File: src/rtl/multiplicador_seq.sv
// Sequential shift-and-add unit computing P = Q*B + R, one partial product per clock.
// Used downstream of the restoring divider to rebuild the dividend.
module multiplicador_seq #(
    parameter int N = 4
) (
    input  logic           clk,
    input  logic           rst,
    input  logic           start,
    input  logic [N-1:0]   Q,
    input  logic [N-1:0]   B,
    input  logic [N-1:0]   R,
    output logic           busy,
    output logic           done,
    output logic [2*N-1:0] P
);

    localparam int CW = $clog2(N) + 1;

    typedef enum logic [1:0] {
        S_IDLE,
        S_CALC,
        S_DONE
    } state_t;

    state_t           r_state;
    state_t           w_next;
    logic [N-1:0]     r_q;
    logic [2*N-1:0]   r_b;
    logic [2*N-1:0]   r_acc;
    logic [CW-1:0]    r_cnt;
    logic [2*N-1:0]   r_p;
    logic             w_accept;
    logic             w_last;
    logic [2*N-1:0]   w_sum;

    // start is only honoured outside CALC, so DONE can chain straight into a new job
    assign w_accept = start && (r_state != S_CALC);
    assign w_last   = (r_state == S_CALC) && (r_cnt == CW'(N - 1));
    assign w_sum    = r_acc + (r_q[0] ? r_b : '0);

    always_comb begin
        w_next = r_state;
        busy   = 1'b0;
        done   = 1'b0;
        unique case (r_state)
            S_IDLE: begin
                if (start) w_next = S_CALC;
            end
            S_CALC: begin
                busy = 1'b1;
                if (w_last) w_next = S_DONE;
            end
            S_DONE: begin
                done   = 1'b1;
                w_next = start ? S_CALC : S_IDLE;
            end
            default: w_next = S_IDLE;
        endcase
    end

    always_ff @(posedge clk) begin
        if (rst) begin
            r_state <= S_IDLE;
            r_q     <= '0;
            r_b     <= '0;
            r_acc   <= '0;
            r_cnt   <= '0;
            r_p     <= '0;
        end else begin
            r_state <= w_next;
            if (w_accept) begin
                r_q   <= Q;
                r_b   <= {{N{1'b0}}, B};
                r_acc <= {{N{1'b0}}, R};
                r_cnt <= '0;
            end else if (r_state == S_CALC) begin
                r_acc <= w_sum;
                r_b   <= r_b << 1;
                r_q   <= r_q >> 1;
                r_cnt <= r_cnt + 1'b1;
                if (w_last) r_p <= w_sum;
            end
        end
    end

    assign P = r_p;

endmodule

File: config.mk
export PLATFORM = sky130hd
export DESIGN_NAME = multiplicador_seq
export DESIGN_NICKNAME = d
export VERILOG_FILES = /design/src/rtl/multiplicador_seq.sv
export SDC_FILE = /design/constraint.sdc
export NUM_CORES = 1
export LEC_CHECK = 0
export CORE_MARGIN = 4
export CORE_UTILIZATION = 40
export CTS_CLUSTER_SIZE = 20
export DETAILED_ROUTE_END_ITERATION = 10
export GPL_TIMING_DRIVEN = 1
export PLACE_DENSITY = 0.73
export SYNTH_ARGS = -nofsm -noshare
export SYNTH_HDL_FRONTEND = slang
export SYNTH_SLANG_ARGS = --single-unit
export TNS_END_PERCENT = 50
File: constraint.sdc
create_clock -name clk -period 2.3 [get_ports clk]
set_input_delay 0.23 -clock clk [delete_from_list [all_inputs] [get_ports clk]]
set_output_delay 0.23 -clock clk [all_outputs]
set_load 0.05 [all_outputs]
* After elaboration in Yosys (flattened, before gate mapping)
Index checks and enable logic that the tools add are counted.
Operators by class: add/sub/neg operators 2, $mul 0, divide/modulo/power cells 0, order comparisons 0, equal/unequal tests 6, shifts and indexed selects 0, muxes and demuxes 13, bitwise gates (word level) 1, reduce and logical (&&, ||, !) cells 7
Operator list (number):
- 4-bit 2-to-1 mux | 6
- 8-bit adder | 1
- 8-bit 2-to-1 mux | 1
- 2-bit case mux with 3 select lines | 1
- 2-bit 2-to-1 mux | 2
- 2-bit inequality test, second input constant | 2
- 3-bit by 1-bit adder with 3-bit output, second input constant | 1
- 3-bit by 2-bit equality test with 1-bit output, second input constant | 1
- 1-bit 2-to-1 mux | 3
- 3-bit AND reduction | 1
- 2-bit by 1-bit equality test with 1-bit output, second input constant | 1
- 2-bit equality test, second input constant | 1
- 1-bit logical AND | 2
- 2-bit logical NOT | 1
- 2-bit by 1-bit inequality test with 1-bit output, second input constant | 1
- 2-bit AND reduction | 1
- 2-bit nonzero test | 1
- 2-bit OR reduction | 1
- 1-bit NOT | 1
Storage, ports and cells: register bits after elaboration 33, bits in latches 0, RAM bits 0, bits in read-only memories 0, input port bits 15, output and inout port bits 10, word-level logic and storage cells 37, memories kept 0

* Depth between registers and ports, before layout
depth after elaboration 4, mapped depth 9, mapped depth without buffers 9

* Least setup slack after synthesis
OpenSTA, ideal clock, no wires.
path type reg-to-reg, start point register r_q[0], end point register r_acc[5], setup time 0.073 ns, data arrival time 1.773 ns, data required time 2.227 ns, path slack 0.454 ns, stages on the path, launching flop included 9, path buffers 0, clock period less this slack 1.846 ns, cell sequence dfxtp_1 > nand2_1 > inv_1 > ha_1 > a21o_1 > a21oi_2 > o21ai_2 > or4b_4 > o211ai_2
On the way: longest elaborated chain between the ends 2
Ends and longest elaborated chain:
- from (decl) | line 27 | logic [N-1:0] r_q;
- from (signal assigned) | line 79 | r_q <= r_q >> 1;
- 8-bit 2-to-1 mux | line 39 | assign w_sum = r_acc + (r_q[0] ? r_b : '0);
- 8-bit adder | line 39
- to (signal assigned) | line 74 | r_acc <= {{N{1'b0}}, R};
- to (signal assigned) | line 77 | r_acc <= w_sum;
- to (decl) | line 29 | logic [2*N-1:0] r_acc;
No other way between the ends. A chain may end at the register's enable or synchronous reset.

* Final worst setup path
Same ends and word-level chain as after synthesis.

==> results.cfg <==
[yosys]
synth_seq_area_share_pct = 39.6
synth_top_area_share_pct = 39.6
synth_top_area_cell = dfxtp_1
synth-main-ff-cell = dfxtp_1
syn_inst = 192
syn_area_per_cell_sq_um = 8.69
netlist_area_sq_um = 1670
yosys_warnings = 0
yosys-top-cells-area = dfxtp_1 (40%), nand2_1 (7.2%), ha_1 (6.8%), mux2i_1 (6.6%), a211oi_1 (6.3%)
async_flop_share_pct = 0
ys_types = 36
synth-seq-cells = 33
synth_edf_count = 0
syn_nets = 217

[worst_setup_path]
cp_top_family = simple AND/OR/NAND/NOR gates
cp_slowest_cell = or4b_4
path_cells = nand2_1 > inv_1 > ha_1 > a21o_1 > a21oi_2 > o21ai_2 > or4b_4 > o211ai_2
critical_path_class = flop to flop
reg2reg_slack_ns = 0.26
max_stage_delay_ns = 0.49
cp-start-kind = flop
timing.critical_path.to_type = flop
worstPathRequired_ns = 2.51
arrival_ns = 2.25
cp_max_fo = 9
crit_buf_inv = 1

[hold_path]
hp-class = flop to flop

[final_layout]
syn_to_final_growth_pct = 21.6
insertedDiodeCount = 0
fin_util_pct = 50.3
final_nets = 240
layout_common_cells = dfxtp_1 (33), nand2_1 (32), clkdlybuf4s50_1 (23), nor2_1 (18), a21oi_1 (16)
nFillCells = 399
final_common_cell = dfxtp_1
drive_gt1_share_pct = 7.48

[cts]
numCtsBuffers = 5
clock_path_buffers = 2
cts_tree = yes
postCtsResizedCells = 0
root_buffer = clkbuf_8
clk_latency_ns = 0.28
clk_pin_slew_worst_paths_ns = 0.07
clkSinkCount = 33
post_cts_buffers = 0
htreeDepth = 2
cts-hold-fix-buffers = 0

[floorplanning]
row_count = 23
dieArea_sq_um = 5270
io_pins = 25
start_util_pct = 41.4
fp.dieH_um = 72.6
core_sq_um = 4030
die_x_um = 72.6

[sta]
final_max_slew_viol_count = 0
slew_headroom_pct = 66.5
fmax_mhz = 490
rsz0062_at_grt = no
hold_viol_final = 0
min_period_over_period_pct = 88.7
period_needed_ns = 2.04
setup-tns-final_ns = 0
fin_skew_ns = 0.00694
setup_viol = 0
worstMarginPinSlew_ns = 0.502

[detailed_routing]
wl_per_cell_um = 13.4
drc = 0
route.vias.total = 1370
wirelength_um = 3540
vias_per_cell = 5.19
ant_nets = 0
first_pass_iters = 4
drtIter0Drc = 46

[grt]
grt.overflow.total = 0
grt_max_degree = 32
grt_pass1_vias = 1361
antenna_found_initial = 0
grt_pass1_wl_um = 6010
grt_use_total_pct = 14.4

[place]
dp_hpwl_um = 2570
gp_congestion = 0.857
io_buffers = 24

[pwr]
peakVddDrop_mv = 0.294
power.density_nw_per_um2 = 580
p_leak_nw = 0.794

[flow_run]
max_cap_violations = 0

[status]
outcome = completed
==> sequential cells by signal, indices dropped and copies added, names as in the netlist <==
name,flops
r_q,4
r_acc,8
P,8
r_cnt,3
r_b,8
r_state,2
==> layer usage <==
metal  share of wire (%)  global-route usage, %
met5                   0                      0
met2                  45                   22.5
met4                 1.9                   5.53
met3                 5.1                   3.58
met1                  48                   18.9
==> cell type report <==
| type | count | area (sq um) | area share, % |
|---|---|---|---|
| clock buffer | 5 | 68.8 | 3.39 |
| tap | 50 | 62.6 | 3.08 |
| sequential | 33 | 661 | 32.6 |
| multi-input combinational | 141 | 920 | 45.3 |
| inverter | 7 | 26.3 | 1.30 |
| timing repair buffer | 27 | 285 | 14.1 |
| clock inverter | 1 | 5.00 | 0.247 |
==> cell families after synthesis <==
kind of cell	count (synthesis)	synth area share (%)
compound gates	45	18.8
xor+xnor	5	2.63
fa+ha+maj	10	7.95
buf+inv	18	5.25
flops	33	39.6
mux	11	6.60
simple gates	70	19.2
==> tightest hold or removal path, cell delays in order, from the launching register on <==
cell and delay, ns:
dfxtp_1 0.31, nand2_1 0.05, a21oi_1 0.05
==> worst paths after layout <==
path                                         endpoint  cells after the start                start
worst min register to register      P[3]$_SDFFE_PP0P_                      2    P[3]$_SDFFE_PP0P_
worst max-delay path            r_acc[5]$_SDFFE_PP0P_                      8  r_q[0]$_SDFFE_PP0P_
worst max register to register  r_acc[5]$_SDFFE_PP0P_                      8  r_q[0]$_SDFFE_PP0P_
worst min-delay path                P[3]$_SDFFE_PP0P_                      2    P[3]$_SDFFE_PP0P_
==> power by group <==
part	leakage (nW)	internal, mW	total [mW]	switching, mW
clock network	0.0399	0.199	0.398	0.199
logic	0.485	0.0768	0.165	0.0880
registers	0.269	0.597	0.615	0.0178
==> metrics by stage <==
step           instance area [sq um]  power [mW]  worst slack, ns  hold WS (ns)  std cells
3_5_place_dp                    1950       0.792            0.258         0.448        258
4_1_cts                         2030        1.19            0.235         0.457        264
6_report                        2030        1.18            0.261         0.455        264
2_1_floorplan                   1670       0.735            0.454         0.425        192
5_1_grt                         2030        1.22            0.101         0.482        264
3_3_place_gp                    1950       0.788            0.341         0.443        258
==> synth_stat cells, drive strengths merged (2+ instances only) <==
cell type	count
a21oi	17
inv	7
nand2b	2
and2	7
clkbuf	2
nor3b	2
nor2	18
nor2b	3
mux2i	11
a211oi	14
dfxtp	33
ha	9
nand2	32
o311ai	2
xnor2	5
a21o	2
o21a	2
nor3	4
o21ai	2
buf	9
Note: power is estimated with default switching activity, not from simulation.
